`src/rtl/serial_add_ctrl_if.sv`:
```
// ---------------------------------------------------------------------------
// serial_add_ctrl_if
//
// Groups the signals between the serial-adder controller and the rest of
// the board: the start request, the two serial operand streams coming from
// the operand registers, the load/shift strobes back to those registers,
// and the result/status outputs.
//
//   start         request to begin an operation (sampled in IDLE only)
//   a_bit, b_bit  LSB-first serial operands from the operand registers
//   load, shift   strobes to both operand registers
//   sum, cout     N-bit result and final carry, qualified by done
//   done          one-cycle result-valid pulse
//   busy          high whenever the controller is not idle
//
// master: the board side that issues start and supplies operand bits.
// slave : the controller itself.
// ---------------------------------------------------------------------------
interface serial_add_ctrl_if #(
    parameter int N = 4
) ();
    logic         start;
    logic         a_bit;
    logic         b_bit;
    logic         load;
    logic         shift;
    logic [N-1:0] sum;
    logic         cout;
    logic         done;
    logic         busy;

    modport master (
        output start, a_bit, b_bit,
        input  load, shift, sum, cout, done, busy
    );

    modport slave (
        input  start, a_bit, b_bit,
        output load, shift, sum, cout, done, busy
    );
endinterface

```
`src/rtl/serial_add_ctrl.sv`:
```
// ---------------------------------------------------------------------------
// serial_add_ctrl
//
// Sequencer and bit-serial adder for two parallel-in/serial-out operand
// registers. One operation is LOAD (1 cycle), SHIFT (N cycles), DRAIN
// (1 cycle), DONE (1 cycle). The operand registers present bit k on their
// s_out one cycle after the (k+1)th shift edge, so the adder runs one cycle
// behind the shift strobe: it is enabled in SHIFT from the second cycle on
// and in DRAIN, giving exactly N add edges. Each add edge shifts the sum bit
// into the top of a serial-in/parallel-out result register, so after N adds
// the LSB has reached sum[0].
//
// Ports:
//   clk    sole clock, rising edge
//   reset  asynchronous, active-low; clears all state immediately
//   bus    serial_add_ctrl_if.slave (start, a_bit, b_bit in;
//          load, shift, sum, cout, done, busy out)
// ---------------------------------------------------------------------------
module serial_add_ctrl #(
    parameter int N = 4
) (
    input  logic             clk,
    input  logic             reset,
    serial_add_ctrl_if.slave bus
);

    localparam int CNT_W = (N > 1) ? $clog2(N) : 1;

    typedef enum logic [2:0] {
        S_IDLE,
        S_LOAD,
        S_SHIFT,
        S_DRAIN,
        S_DONE
    } state_t;

    state_t             state_q;
    state_t             state_d;
    logic [CNT_W-1:0]   cnt_q;
    logic               carry_q;
    logic [N-1:0]       sum_q;

    logic               last_shift;
    logic               add_en;
    logic               sum_bit;
    logic               carry_d;

    assign last_shift = (cnt_q == CNT_W'(N - 1));

    // -----------------------------------------------------------------------
    // State register
    // -----------------------------------------------------------------------
    // NOTE: sequential state uses non-blocking assignments so every flop
    // samples the pre-edge values regardless of process ordering.
    always_ff @(posedge clk or negedge reset) begin
        if (!reset) begin
            state_q <= S_IDLE;
        end else begin
            state_q <= state_d;
        end
    end

    // -----------------------------------------------------------------------
    // Next-state logic
    // -----------------------------------------------------------------------
    // NOTE: state_d is given a default before the case so that no path
    // leaves it unassigned, which would otherwise infer a latch.
    always_comb begin
        state_d = state_q;
        unique case (state_q)
            S_IDLE:  if (bus.start) state_d = S_LOAD;
            S_LOAD:  state_d = S_SHIFT;
            S_SHIFT: if (last_shift) state_d = S_DRAIN;
            S_DRAIN: state_d = S_DONE;
            S_DONE:  state_d = S_IDLE;
            default: state_d = S_IDLE;
        endcase
    end

    // -----------------------------------------------------------------------
    // Output decode: purely from the registered state, so the strobes are
    // glitch-free and have no combinational path from start or the operand
    // bits.
    // -----------------------------------------------------------------------
    always_comb begin
        bus.load  = 1'b0;
        bus.shift = 1'b0;
        bus.done  = 1'b0;
        bus.busy  = 1'b1;
        unique case (state_q)
            S_IDLE:  bus.busy  = 1'b0;
            S_LOAD:  bus.load  = 1'b1;
            S_SHIFT: bus.shift = 1'b1;
            S_DRAIN: ;
            S_DONE:  bus.done  = 1'b1;
            default: bus.busy  = 1'b0;
        endcase
    end

    // -----------------------------------------------------------------------
    // Bit-serial full adder. The first SHIFT cycle only moves bit 0 onto the
    // operand registers' outputs, so adding starts one cycle later and the
    // final bit pair is consumed in DRAIN.
    // -----------------------------------------------------------------------
    assign add_en  = ((state_q == S_SHIFT) && (cnt_q != '0)) || (state_q == S_DRAIN);
    assign sum_bit = bus.a_bit ^ bus.b_bit ^ carry_q;
    assign carry_d = (bus.a_bit & bus.b_bit) | (bus.a_bit & carry_q) | (bus.b_bit & carry_q);

    always_ff @(posedge clk or negedge reset) begin
        if (!reset) begin
            cnt_q   <= '0;
            carry_q <= 1'b0;
            sum_q   <= '0;
        end else begin
            if (state_q == S_LOAD) begin
                cnt_q   <= '0;
                carry_q <= 1'b0;
                sum_q   <= '0;
            end else begin
                if (state_q == S_SHIFT) begin
                    cnt_q <= cnt_q + CNT_W'(1);
                end
                if (add_en) begin
                    carry_q <= carry_d;
                    sum_q   <= {sum_bit, sum_q[N-1:1]};
                end
            end
        end
    end

    assign bus.sum  = sum_q;
    assign bus.cout = carry_q;

endmodule

```
`src/flat_wrapper.sv`:
```
// flat-port wrapper written by rule: the top's interface ports become plain ports
module serial_add_ctrl_flat 
#(
    parameter int N = 4
)
  (clk, reset, bus_start, bus_a_bit, bus_b_bit, bus_load, bus_shift, bus_sum, bus_cout, bus_done, bus_busy);
  serial_add_ctrl_if #(.N(N)) bus_i ();
  input  logic clk;
  input  logic reset;
  input wire logic [$bits(bus_i.start)-1:0] bus_start;
  input wire logic [$bits(bus_i.a_bit)-1:0] bus_a_bit;
  input wire logic [$bits(bus_i.b_bit)-1:0] bus_b_bit;
  output wire logic [$bits(bus_i.load)-1:0] bus_load;
  output wire logic [$bits(bus_i.shift)-1:0] bus_shift;
  output wire logic [$bits(bus_i.sum)-1:0] bus_sum;
  output wire logic [$bits(bus_i.cout)-1:0] bus_cout;
  output wire logic [$bits(bus_i.done)-1:0] bus_done;
  output wire logic [$bits(bus_i.busy)-1:0] bus_busy;
  assign bus_i.start = bus_start;
  assign bus_i.a_bit = bus_a_bit;
  assign bus_i.b_bit = bus_b_bit;
  assign bus_load = bus_i.load;
  assign bus_shift = bus_i.shift;
  assign bus_sum = bus_i.sum;
  assign bus_cout = bus_i.cout;
  assign bus_done = bus_i.done;
  assign bus_busy = bus_i.busy;
  serial_add_ctrl #(.N(N)) u_core (.clk(clk), .reset(reset), .bus(bus_i));
endmodule
```
`config.mk`:
```
export PLATFORM = sky130hd
export DESIGN_NAME = serial_add_ctrl_flat
export DESIGN_NICKNAME = d
export VERILOG_FILES = /design/src/rtl/serial_add_ctrl_if.sv /design/src/rtl/serial_add_ctrl.sv /design/src/flat_wrapper.sv
export SDC_FILE = /design/constraint.sdc
export NUM_CORES = 1
export LEC_CHECK = 0
export BUFFER_PORTS_ARGS = -buffer_cell sky130_fd_sc_hd__buf_2
export CAP_MARGIN = 0
export CORE_UTILIZATION = 35
export CTS_CLUSTER_SIZE = 20
export DETAILED_ROUTE_END_ITERATION = 10
export PLACE_DENSITY = 0.58
export SLEW_MARGIN = 20
export SYNTH_ARGS = -nofsm -noshare
export SYNTH_HDL_FRONTEND = slang
export SYNTH_SLANG_ARGS = --single-unit
```
`constraint.sdc`:
```
create_clock -name clk -period 1.9 [get_ports clk]
set_clock_uncertainty 0.1 [all_clocks]
set_input_delay 0.095 -clock clk [delete_from_list [all_inputs] [get_ports clk]]
set_output_delay 0.095 -clock clk [all_outputs]
set_load 0.03 [all_outputs]
```
---- Word-level counts from Yosys, hierarchy flattened ----
Index checks and enable logic that the tools add are counted.
storage, ports and cells
  logic and storage cells ................. 40
  output and inout port bits .............. 9
  register bits ........................... 10
cells by class
  multiplexer cells ....................... 13
  equality and inequality tests ........... 7
  bitwise operators ....................... 7
  reduce and logical (&&, ||, !) cells .... 8
  add/subtract/negate cells ............... 1
operator list
  cell                                            count
  case mux 3 bit (4 select lines)                 1
  2-to-1 mux 4 bit                                2
  == test 3 x 2 -> 1 bit (second input constant)  2
  2-to-1 mux 1 bit                                6
  2-to-1 mux 3 bit                                2
  nonzero test 2 bit                              3
  2-to-1 mux 2 bit                                2
  OR reduction 4 bit                              1
  bitwise AND 1 bit                               3
  == test 3 x 1 -> 1 bit (second input constant)  1
  == test 3 bit (second input constant)           1
  zero test 3 bit                                 1
  adder 2 x 1 -> 2 bit (second input constant)    1
  == test 2 bit (second input constant)           1
  != test 2 x 1 -> 1 bit (second input constant)  1
  != test 2 bit (second input constant)           1
  bitwise OR 1 bit                                2
  AND reduction 2 bit                             1
  bitwise XOR 1 bit                               2
  logical AND 1 bit                               1
  logical OR 1 bit                                1

---- Logic depth before layout (Yosys ltp) ----
Gate-level depths: netlist (run 1).
  word-level depth ........................ 5
  depth in mapped cells ................... 5

---- Worst setup path before layout (run 1) ----
Ideal clock, no wire load.
  kind .................................... register to register
  start point ............................. reg u_core.carry_q (netlist: u_core.bus.cout)
  end point ............................... reg u_core.sum_q[3] (netlist: u_core.bus.sum[3])
  data required time ...................... 1.679 ns
  cell stages (with the launch flop) ...... 3
  period minus slack after synthesis ...... 1.405 ns
  setup slack ............................. 0.495 ns
  setup time .............................. 0.121 ns
  arrival time ............................ 1.184 ns
  path through ............................ dfrtp_1 fa_1 a22o_1
on the way
  cells in the longest elaborated chain, start to end .. 3
ends and longest elaborated chain
  element                   RTL line                text
  start: declaration        serial_add_ctrl.sv:40   logic carry_q;
  start signal: assignment  serial_add_ctrl.sv:124  carry_q <= carry_d;
  bitwise XOR 1 bit         serial_add_ctrl.sv:106  assign sum_bit = bus.a_bit ^ bus.b_bit ^ carry_q;
  2-to-1 mux 4 bit          serial_add_ctrl.sv:123  if (add_en) begin
  2-to-1 mux 4 bit          serial_add_ctrl.sv:115  if (state_q == S_LOAD) begin
  end signal: assignment    serial_add_ctrl.sv:125  sum_q <= {sum_bit, sum_q[N-1:1]};
  end: declaration          serial_add_ctrl.sv:41   logic [N-1:0] sum_q;
No other way between the ends. The select of a mux whose other input is x is not followed.
A chain may end at the register's enable or synchronous reset.

---- Worst setup path after layout (run 1) ----
  start point ............................. reg u_core.state_q[1]
  end point ............................... out bus_busy
on the way
  cells in the longest elaborated chain, start to end .. 3
  elaborated cells on any way between the ends .. 6
ends and longest elaborated chain
  element                                RTL line               text
  start: declaration                     serial_add_ctrl.sv:37  state_t state_q;
  start signal: assignment               serial_add_ctrl.sv:59  state_q <= state_d;
  == test 3 bit (tied with other cells)  serial_add_ctrl.sv:90  unique case (state_q)
  OR reduction 4 bit (no line) (*)       n/a
  2-to-1 mux 1 bit (*)                   serial_add_ctrl.sv:90
  end: declaration                       flat_wrapper.sv:18     output wire logic [$bits(bus_i.busy)-1:0] bus_busy;
Mark *: on every way between the ends. The rest lies on a longest branch, timed or not.

==> results by group, run 1 <==
Timing
  • Smallest hold slack: 0.03684 ns
  • Setup repair after global routing missed its margin: false
  • Final setup margin: 0.3547 ns
  • Slew @ Worst Pin: 0.3200 ns
  • Final period util: 81.33%
  • Rel. slew slack: 78.39%
  • Hold Fails Final Rpt: 0
  • Minimum clock period: 1.545 ns
  • Final slew viol count: 0
  • # setup viols final: 0
  • Setup TNS: 0 ns
  • Fmax: 647.1 MHz

Run
  • Max Cap Violations: 0

Power
  • Clock power share: 12.5%
  • Pleak: 0.0003079 uW
  • P_int: 586.7 uW
  • Comb pwr share: 51.0%
  • PD cells: 1896 nW/um^2
  • Net switching power: 547.2 uW
  • Net Sw Frac: 48.26%
  • Seq pwr share: 36.5%
  • Total power: 1134 uW
  • Maximum VDD drop: 0.0006123 V

Critical path
  • R2R depth: 5
  • CP top delay family: flip-flops
  • Crit-path slowest cell: dfrtp_1
  • Crit path DAT: 1.35 ns
  • Cells along the critical path: nor2_1 -> xnor2_1 -> buf_2
  • Instance count on the critical path: 3
  • R2r startpoint: u_core.cnt_q[0]
  • Worst Setup End Kind: output pin
  • Crit path max fanout: 8
  • R2r setup slk: 0.39 ns
  • CP peak stage delay: 0.48 ns
  • Kind of critical path: reg2out
  • Worst EP required: 1.70 ns
  • Buf/Inv on CP: 1
  • Reg2Reg Capture Point: u_core.bus.cout
  • Setup crit start kind: flip-flop

Global route
  • Total Routing Usage GR: 14.40%
  • Initial antenna violation count: 0
  • Grt total ovfl: 0
  • Number of global-route vias before repair: 349
  • Largest net degree at the start of global routing: 12
  • First-pass GRT wire length: 1469 um

Die
  • Initial Util: 37.88%
  • I/O pin total: 14
  • Die height: 39.53 um
  • Core area: 1301 um^2
  • Chip width: 39.53 um
  • Die ar.: 1563 um^2
  • Core Rows: 13

Yosys
  • Yosys reg bits: 10
  • Post-synth top area share: 50.76%
  • Top_reg_cell synth: dfrtp_1
  • Area contributors post-synth: dfrtp_1 51%, a22o_1 8.9%, ha_1 5.1%
  • Synth cell types: 22
  • Ys async rst share: 100.0%
  • Post-synth EDFFs: 0
  • Syn nets: 53
  • Ranking of synthesized cells by instance count: 10 x dfrtp_1, 5 x a22o_1, 4 x nor2_1, 3 x inv_1
  • Sequential share of the synthesized area: 50.76%
  • Synthesized cell area: 493.0 um^2
  • Cell taking the most area after synthesis: dfrtp_1
  • Post-synthesis average cell area: 10.95 um^2
  • Most common cell in the netlist: dfrtp_1
  • Post-synthesis cell count: 45
  • Syn. warnings: 0

Min path
  • Worst hold-check path type: in2reg
  • Min-Delay Startpoint: bus_start
  • Hold Path End: u_core.state_q[0]
  • Worst hold stages: 3

Placed design
  • Post-DP Area: 565.5 um^2
  • Gp weighted congestion: 0.7363
  • PortBufs: 13
  • Dpl ws: 0.4146 ns
  • Post-DP HPWL: 632.5 um

Detailed routing
  • Routed Antenna Nets: 0
  • Routed vias/inst: 5.053
  • Post-Route WL: 895 um
  • Initial DRC count: 6
  • Router iterations before antenna repair: 4
  • DR vias: 379
  • DRC viols: 0
  • Drt wl/cell: 11.93 um

Status
  • Outcome: completed

CTS
  • Resize count post-CTS: 0
  • Clock buffer depth: 2
  • CTS Buf Count: 3
  • Worst-path clk slew: 0.06 ns
  • CTS root buf: clkbuf_4
  • CTS HTree Levels: 1
  • # clock sinks: 10
  • Clock Latency Late Sink: 0.26 ns
  • CTS tree: done

Cells and area
  • Layout cells sized above 1: 30.00%
  • P&R area growth vs syn: 21.32%
  • Post-route cell area: 598.1 um^2
  • Filler instances: 145
  • Final #Nets: 70
  • # diodes: 0
## repair_timing
item                                   in CTS  in global routing
hold buffers                                1                  0
endpoints found under the hold margin      10                  0
setup buffers                               0                  0
## registers in the layout, indices dropped and copies added (netlist names)
register         count
u_core.cnt_q         2
u_core.state_q       3
u_core.bus.sum       4
u_core.bus.cout      1
## layer usage
metal | GRT usage, % | wire (um)
met1 | 19.37 | 439
met3 | 3.409 | 33
met2 | 20.90 | 411
met4 | 7.759 | 10
met5 | 0 | 0
## power groups by stage
stage          Combinational [uW]  Clock, uW  Sequential (uW)
5_1_grt                       643        150              424
6_report                      579        141              414
2_1_floorplan                 398          0              453
3_5_place_dp                  577          0              416
4_1_cts                       587        145              412
3_3_place_gp                  573          0              414
## worst max-delay path by stage
stage                                 start           endpoint  slack [ns]
after floorplan             u_core.bus.cout  u_core.bus.sum[3]        0.50
after global placement      u_core.cnt_q[0]  u_core.bus.sum[3]        0.43
after detailed placement    u_core.cnt_q[0]  u_core.bus.sum[3]        0.41
after CTS                 u_core.state_q[1]           bus_busy        0.35
after global routing      u_core.state_q[1]           bus_done        0.27
final                     u_core.state_q[1]           bus_busy        0.35
## worst min-delay path, cell delays in order
cell and delay [ns]:
buf_2 0.07, mux2i_1 0.05, nor3_1 0.12
## cell usage in the layout, fill, tap and decap left out, drive strengths merged
master / Yosys / layout
a21oi: 2 / 2
buf: 1 / 13
nor3: 1 / 1
a21o: 1 / 1
and2: 1 / 1
nor2: 4 / 4
a22o: 5 / 5
mux2i: 1 / 1
xnor2: 1 / 1
o21ai: 2 / 2
fa: 1 / 1
dlygate4sd3: 0 / 1
o311ai: 2 / 2
nand2: 1 / 1
inv: 4 / 4
or2b: 1 / 1
dfrtp: 10 / 10
nand2b: 2 / 2
ha: 2 / 2
nand3: 2 / 2
clkbuf: 1 / 3
## stage by stage
step           utilization [%]  instances
2_1_floorplan                -         45
3_3_place_gp             43.46         71
3_5_place_dp             43.46         71
4_1_cts                  45.96         75
5_1_grt                  45.96         75
6_report                 45.96         75
## area by class of cell
class	count	area, um^2	share of cell area, %
Clock buffer	3	22.52	3.766
Inverter	4	15.01	2.510
Multi-Input combinational cell	29	216.5	36.19
Sequential cell	10	250.2	41.84
Tap cell	15	18.77	3.138
Timing Repair Buffer	14	75.07	12.55
## cell families after synthesis
family	synth area share, %
adder cells (fa/ha/maj)	9.136
XOR/XNOR	1.777
buffers and inverters	5.329
AO/OA/AOI/OAI	18.78
multiplexers	2.031
AND/OR/NAND/NOR	12.18
flip-flops	50.76
No activity file was read; power rests on OpenSTA's default activity.
==> inputs of run 2 (changes only) <==
Clock period 1.9 ns to 1.5 ns, I/O delays scaled along.
==> results by group, run 2 (synthesized netlist as in run 1, its figures left out) <==
Status
  • Outcome: completed (unchanged)

Placed design
  • Dpl cells: 74 (was 71)
  • Post-DP Area: 588.1 um^2 (was 565.5 um^2)
  • PortBufs: 13 (unchanged)
  • Post-DP HPWL: 669.1 um (was 632.5 um)
  • Gp weighted congestion: 0.7403 (was 0.7363)

Power
  • Maximum VDD drop: 0.0008409 V (was 0.0006123 V)
  • Pleak: 0.0003272 uW (was 0.0003079 uW)
  • PD cells: 2381 nW/um^2 (was 1896 nW/um^2)

Timing
  • # setup viols final: 0 (unchanged)
  • Hold Fails Final Rpt: 0 (unchanged)
  • Setup TNS: 0 ns (unchanged)
  • Rel. slew slack: 79.71% (was 78.39%)
  • Slew @ Worst Pin: 0.3006 ns (was 0.3200 ns)
  • Fmax: 696.3 MHz
  • Minimum clock period: 1.436 ns
  • Final slew viol count: 0 (unchanged)
  • Final period util: 95.74%

Critical path
  • Kind of critical path: reg2out (unchanged)
  • Crit path max fanout: 8 (unchanged)
  • Setup crit start kind: flip-flop (unchanged)
  • Worst Setup End Kind: output pin (unchanged)
  • Reg2Reg Capture Point: u_core.bus.cout (unchanged)
  • R2r startpoint: u_core.cnt_q[1] (was u_core.cnt_q[0])
  • Crit path DAT: 1.26 ns (was 1.35 ns)
  • R2r setup slk: 0.07 ns (was 0.39 ns)
  • Worst EP required: 1.32 ns (was 1.70 ns)
  • R2R depth: 5 (unchanged)

Global route
  • First-pass GRT wire length: 1442 um (was 1469 um)
  • Largest net degree at the start of global routing: 11 (was 12)
  • Number of global-route vias before repair: 345 (was 349)
  • Grt total ovfl: 0 (unchanged)
  • Initial antenna violation count: 0 (unchanged)
  • Total Routing Usage GR: 14.37% (was 14.40%)

Cells and area
  • Filler instances: 127 (was 145)
  • Post-Route Utilization: 49.04% (was 45.96%)
  • Final #Nets: 74 (was 70)
  • Post-route cell area: 638.1 um^2 (was 598.1 um^2)
  • P&R area growth vs syn: 29.44% (was 21.32%)
  • Most frequent cells in the layout: 13 x buf_2, 8 x dfrtp_1, 5 x a22o_1 (was 13 x buf_2, 10 x dfrtp_1, 5 x a22o_1)
  • Layout cells sized above 1: 39.06% (was 30.00%)
  • # diodes: 0 (unchanged)
  • Leading cell type in the layout, fill and taps excluded: buf_2 (unchanged)
  • Number of flip-flops in the largest register: 4 (unchanged)
  • Non-filler instance count after layout: 79 (was 75)

Die
  • Initial Util: 37.88% (unchanged)
  • Die ar.: 1563 um^2 (unchanged)
  • Core area: 1301 um^2 (unchanged)
  • Core Rows: 13 (unchanged)
  • Die height: 39.53 um (unchanged)
  • Chip width: 39.53 um (unchanged)
  • I/O pin total: 14 (unchanged)

CTS
  • Clock Latency Late Sink: 0.25 ns (was 0.26 ns)
  • Worst-path clk slew: 0.06 ns (about the same)
  • CTS root buf: clkbuf_4 (unchanged)
  • Clock buffer depth: 2 (unchanged)
  • CTS tree: done (unchanged)
  • CTS HTree Levels: 1 (unchanged)
  • # clock sinks: 10 (unchanged)
  • CTS Buf Count: 3 (unchanged)

Min path
  • Worst hold stages: 3 (unchanged)
  • Hold Path End: u_core.state_q[0] (unchanged)
  • Worst hold-check path type: in2reg (unchanged)
  • Min-Delay Startpoint: bus_start (unchanged)

Detailed routing
  • Drt wl/cell: 11.43 um (was 11.93 um)
  • Post-Route WL: 903 um (was 895 um)
  • Routed Antenna Nets: 0 (unchanged)
  • Met1 WL: 427 um (was 439 um)
  • DR vias: 404 (was 379)
  • DR WL met3: 28 um (was 33 um)
  • Initial DRC count: 5 (was 6)
  • Routed vias/inst: 5.114 (was 5.053)
  • DRC viols: 0 (unchanged)
  • Top sig layer: met4 (unchanged)
  • Met2 Routed Length: 437 um (was 411 um)
  • Router iterations before antenna repair: 2 (was 4)

Run
  • Max Cap Violations: 0 (unchanged)
[run 2: cell types whose count changed in the layout (fill, tap and decap cells not counted)]
cell	previous run	this run
dfrtp_2	0	2
dfrtp_1	10	8
nor2_1	4	3
buf_4	0	4
nor2_4	0	1
[run 2: timing repair]
action                                  CTS  global route
pin swaps                                 0             1
endpoints found under the setup margin    2             8
hold endpoints to repair                 10             0
hold buffers                              1             0
gates resized for setup                   1             3
setup buffers                             0             1
[run 2: how the worst max path moves through the flow]
stage | startpoint | end
after floorplan | u_core.bus.cout | u_core.bus.sum[3]
after global placement | u_core.cnt_q[1] | u_core.bus.sum[3]
after detailed placement | u_core.cnt_q[1] | u_core.bus.sum[0]
after CTS | u_core.state_q[1] | bus_busy
after global routing | u_core.cnt_q[1] | u_core.bus.sum[3]
final | u_core.state_q[1] | bus_load
[run 2: report_power, final]
group          internal [uW]  switching, uW  total [uW]
Combinational            328            492         821
Clock                   92.3           83.0         175
Sequential               388            136         524
Total                    808            711        1520
[run 2: layout make-up]
| class | count | area (um^2) | area share [%] |
|---|---|---|---|
| sequential | 10 | 252.7 | 39.61 |
| timing repair buffer | 18 | 105.1 | 16.47 |
| multi-input combinational | 29 | 224.0 | 35.10 |
| tap | 15 | 18.77 | 2.941 |
| clock buffer | 3 | 22.52 | 3.529 |
| inverter | 4 | 15.01 | 2.353 |
[run 2: worst max-delay path: stages (launching register included)]
cell     delay (ns)
dfrtp_2        0.48
or2b_1         0.26
nor2_1         0.08
buf_2          0.19
[run 2: metrics by stage]
stage	total power, uW	hold slack [ns]	worst slack (ns)
global placement	1298	-0.1549	0.08340
global route	1643	0.04921	-0.0006646
CTS	1502	0.01249	0.02525
detailed placement	1313	-0.1499	0.06203
finish	1520	0.01627	0.06385
floorplan	1077	-0.3206	0.09512
[run 2: routing by layer]
layer / track usage [%] / up-vias
li1: - / 199
met1: 19.00 / 197
met2: 21.31 / 6
met3: 3.409 / 2
met4: 7.759 / 0
met5: 0 / -
==> inputs of run 3 (changes only) <==
Settings changed: ABC_AREA from default to 1, PLACE_DENSITY 0.58 to default.
==> results by group, run 3 <==
Yosys
  • Ys async rst share: 100.0% (unchanged)
  • Syn. warnings: 0 (unchanged)
  • Post-synth EDFFs: 0 (unchanged)
  • Adder-cell share of the synthesized area: 8.431% (was 9.137%)
  • Ranking of synthesized cells by instance count: 18 x nand2_1, 12 x inv_1, 10 x dfrtp_1, 7 x nand3_1 (was 10 x dfrtp_1, 5 x a22o_1, 4 x nor2_1, 3 x inv_1)
  • Syn nets: 72 (was 53)
  • Post-synthesis cell count: 64 (was 45)
  • XOR/XNOR Fraction of Synth Area: 0% (was 1.777%)
  • Synthesized cell area: 534.3 um^2 (was 493.0 um^2)
  • Post-synth top area share: 46.84% (was 50.76%)
  • Cell taking the most area after synthesis: dfrtp_1 (unchanged)
  • Sequential share of the synthesized area: 46.84% (was 50.76%)
  • Combinational family with the most area after synthesis: simple AND/OR/NAND/NOR gates (was compound AO/OA/AOI/OAI gates)
  • Synth Area in Compound Gates: 4.215% (was 18.78%)
  • Post-synthesis average cell area: 8.348 um^2 (was 10.95 um^2)
  • Synth cell types: 13 (was 22)
  • Simple-Gate Fraction of Synth Area: 30.68% (was 12.18%)
  • Most common cell in the netlist: nand2_1 (was dfrtp_1)
  • Area contributors post-synth: dfrtp_1 47%, nand2_1 13%, inv_1 8.4% (was dfrtp_1 51%, a22o_1 8.9%, ha_1 5.1%)
  • Yosys reg bits: 10 (unchanged)
  • Multiplexer area fraction after synthesis: 0% (was 2.030%)
  • Top_reg_cell synth: dfrtp_1 (unchanged)

CTS
  • Worst-path clk slew: 0.07 ns (was 0.06 ns)
  • CTS tree: done (unchanged)
  • # clock sinks: 10 (unchanged)
  • Post-CTS setup buffers: 0 (unchanged)
  • Clock buffer depth: 2 (unchanged)
  • Clock Latency Late Sink: 0.26 ns (was 0.25 ns)
  • CTS root buf: clkbuf_4 (unchanged)
  • CTS Buf Count: 3 (unchanged)
  • CTS HTree Levels: 1 (unchanged)

Detailed routing
  • Router iterations before antenna repair: 4 (was 2)
  • Routed Antenna Nets: 0 (unchanged)
  • Initial DRC count: 7 (was 5)
  • DR vias: 440 (was 404)
  • Post-Route WL: 1057 um (was 903 um)
  • DRC viols: 0 (unchanged)
  • Routed vias/inst: 4.490 (was 5.114)
  • Drt wl/cell: 10.79 um (was 11.43 um)

Power
  • Net Sw Frac: 49.77% (was 46.80%)
  • PD cells: 2386 nW/um^2 (was 2381 nW/um^2)
  • Pleak: 0.0004228 uW (was 0.0003272 uW)
  • P_int: 830.6 uW (was 808.4 uW)
  • Comb pwr share: 55.0% (was 54.0%)
  • Maximum VDD drop: 0.0009857 V (was 0.0008409 V)
  • Clock power share: 14.5% (was 11.5%)
  • Net switching power: 823.2 uW (was 711.2 uW)
  • Seq pwr share: 30.5% (was 34.5%)

Timing
  • Final slew viol count: 0 (unchanged)
  • Rel. slew slack: 83.97% (was 79.71%)
  • Minimum clock period: 1.414 ns (was 1.436 ns)
  • # setup viols final: 0 (unchanged)
  • Hold Fails Final Rpt: 0 (unchanged)
  • Setup repair after global routing missed its margin: false
  • Final period util: 94.25% (was 95.74%)
  • Slew @ Worst Pin: 0.2405 ns (was 0.3006 ns)
  • Setup TNS: 0 ns (unchanged)
  • Fmax: 707.3 MHz (was 696.3 MHz)
  • Smallest hold slack: 0.09876 ns (was 0.01627 ns)

Placed design
  • Gp weighted congestion: 0.6711 (was 0.7403)
  • Post-DP HPWL: 786 um (was 669.1 um)
  • PortBufs: 13 (unchanged)

Global route
  • First-pass GRT wire length: 1607 um (was 1442 um)
  • Number of global-route vias before repair: 364 (was 345)
  • Total Routing Usage GR: 15.82% (was 14.37%)
  • Initial antenna violation count: 0 (unchanged)
  • Grt total ovfl: 0 (unchanged)
  • Largest net degree at the start of global routing: 11 (unchanged)

Critical path
  • Crit path max fanout: 4 (was 8)
  • Worst EP required: 1.32 ns (about the same)
  • Setup crit start kind: flip-flop (unchanged)
  • CP peak stage delay: 0.47 ns (was 0.48 ns)
  • Crit path DAT: 1.24 ns (was 1.26 ns)
  • Kind of critical path: reg2out (unchanged)
  • Buf/Inv on CP: 1 (unchanged)
  • R2R depth: 5 (unchanged)
  • CP top delay family: flip-flops (unchanged)
  • Instance count on the critical path: 4 (was 3)
  • Worst Setup End Kind: output pin (unchanged)
  • Cells along the critical path: nor2_4 -> nand2_2 -> nand3_1 -> clkbuf_4 (was or2b_1 -> nor2_1 -> buf_2)
  • Crit-path slowest cell: dfrtp_2 (unchanged)

Cells and area
  • Final #Nets: 92 (was 74)
  • Area taken by multi-input logic gates: 246.5 um^2 (was 224.0 um^2)
  • Register area: 251.5 um^2 (was 252.7 um^2)
  • P&R area growth vs syn: 29.74% (was 29.44%)
  • Most frequent cells in the layout: 17 x nand2_1, 12 x buf_2, 11 x inv_1 (was 13 x buf_2, 8 x dfrtp_1, 5 x a22o_1)
  • # diodes: 0 (unchanged)
  • Layout cells sized above 1: 36.14% (was 39.06%)
  • Leading cell type in the layout, fill and taps excluded: nand2_1 (was buf_2)
  • Number of flip-flops in the largest register: 4 (unchanged)
  • Filler instances: 140 (was 127)

Min path
  • Worst hold-check path type: in2async (was in2reg)

Die
  • I/O pin total: 14 (unchanged)
  • Initial Util: 39.10% (was 37.88%)
  • Die height: 41.07 um (was 39.53 um)
  • Core area: 1366 um^2 (was 1301 um^2)
  • Core Rows: 13 (unchanged)
  • Die ar.: 1687 um^2 (was 1563 um^2)
  • Chip width: 41.07 um (was 39.53 um)

Status
  • Outcome: completed (unchanged)

Run
  • Max Cap Violations: 0 (unchanged)
run 3: layer usage:
metal  vias up  GRT usage, %  part of all wire (%)  wire [um]
li1        228             -                     -          -
met1       200         19.93                    48        508
met2        10         23.05                    47        496
met3         2         9.783                   4.0         42
met4         0         2.500                  0.85          9
met5         -             0                     0          0
run 3: cell families (layout without fill, tap and decap cells):
logic type,count (synthesis),in the layout
AND/OR/NAND/NOR,34,34
buffers and inverters,14,33
adder cells (fa/ha/maj),3,3
flip-flops,10,10
AO/OA/AOI/OAI,3,3
run 3: through the flow:
stage | util, % | worst slack [ns] | total power (uW) | std cells | instance area [um^2]
after floorplan | - | 0.1055 | 1150 | 64 | 534.3
after global placement | 45.24 | 0.2409 | 1354 | 92 | 618.1
after detailed placement | 45.24 | 0.2125 | 1374 | 92 | 618.1
after CTS | 49.36 | 0.04077 | 1624 | 98 | 674.4
after global routing | 50.73 | 0.02311 | 1809 | 98 | 693.2
final | 50.73 | 0.08627 | 1654 | 98 | 693.2
run 3: timing repair:
item                       4_1_cts  5_1_grt
setup endpoints to repair        0        3
hold buffers                     2        0
gates resized for setup          0        6
hold endpoints to repair        11        0
run 3: final cells by class:
cell class                      instances  area share, %
Inverter                               14          7.581
Multi-Input combinational cell         40          35.56
Timing Repair Buffer                   15          12.64
Clock buffer                            4          5.235
Sequential cell                        10          36.28
Tap cell                               15          2.708
run 3: path summary, 6_finish.rpt:
check                      slack [ns]              start                 to
max                              0.09  u_core.state_q[0]           bus_busy
min                               0.1              reset    u_core.cnt_q[0]
max reg2reg                      0.21    u_core.bus.cout  u_core.bus.sum[3]
min reg2reg                      0.42  u_core.bus.sum[0]  u_core.bus.sum[0]
max in group asynchronous        0.98              reset  u_core.state_q[0]
min in group clk                 0.15          bus_a_bit  u_core.bus.sum[3]
run 3: power groups by stage:
stage	logic [uW]	clock network [uW]	registers (uW)
final	910	240	504
after global routing	1030	265	517
after CTS	886	249	490
after detailed placement	879	0	495
after global placement	868	0	486
after floorplan	563	0	587
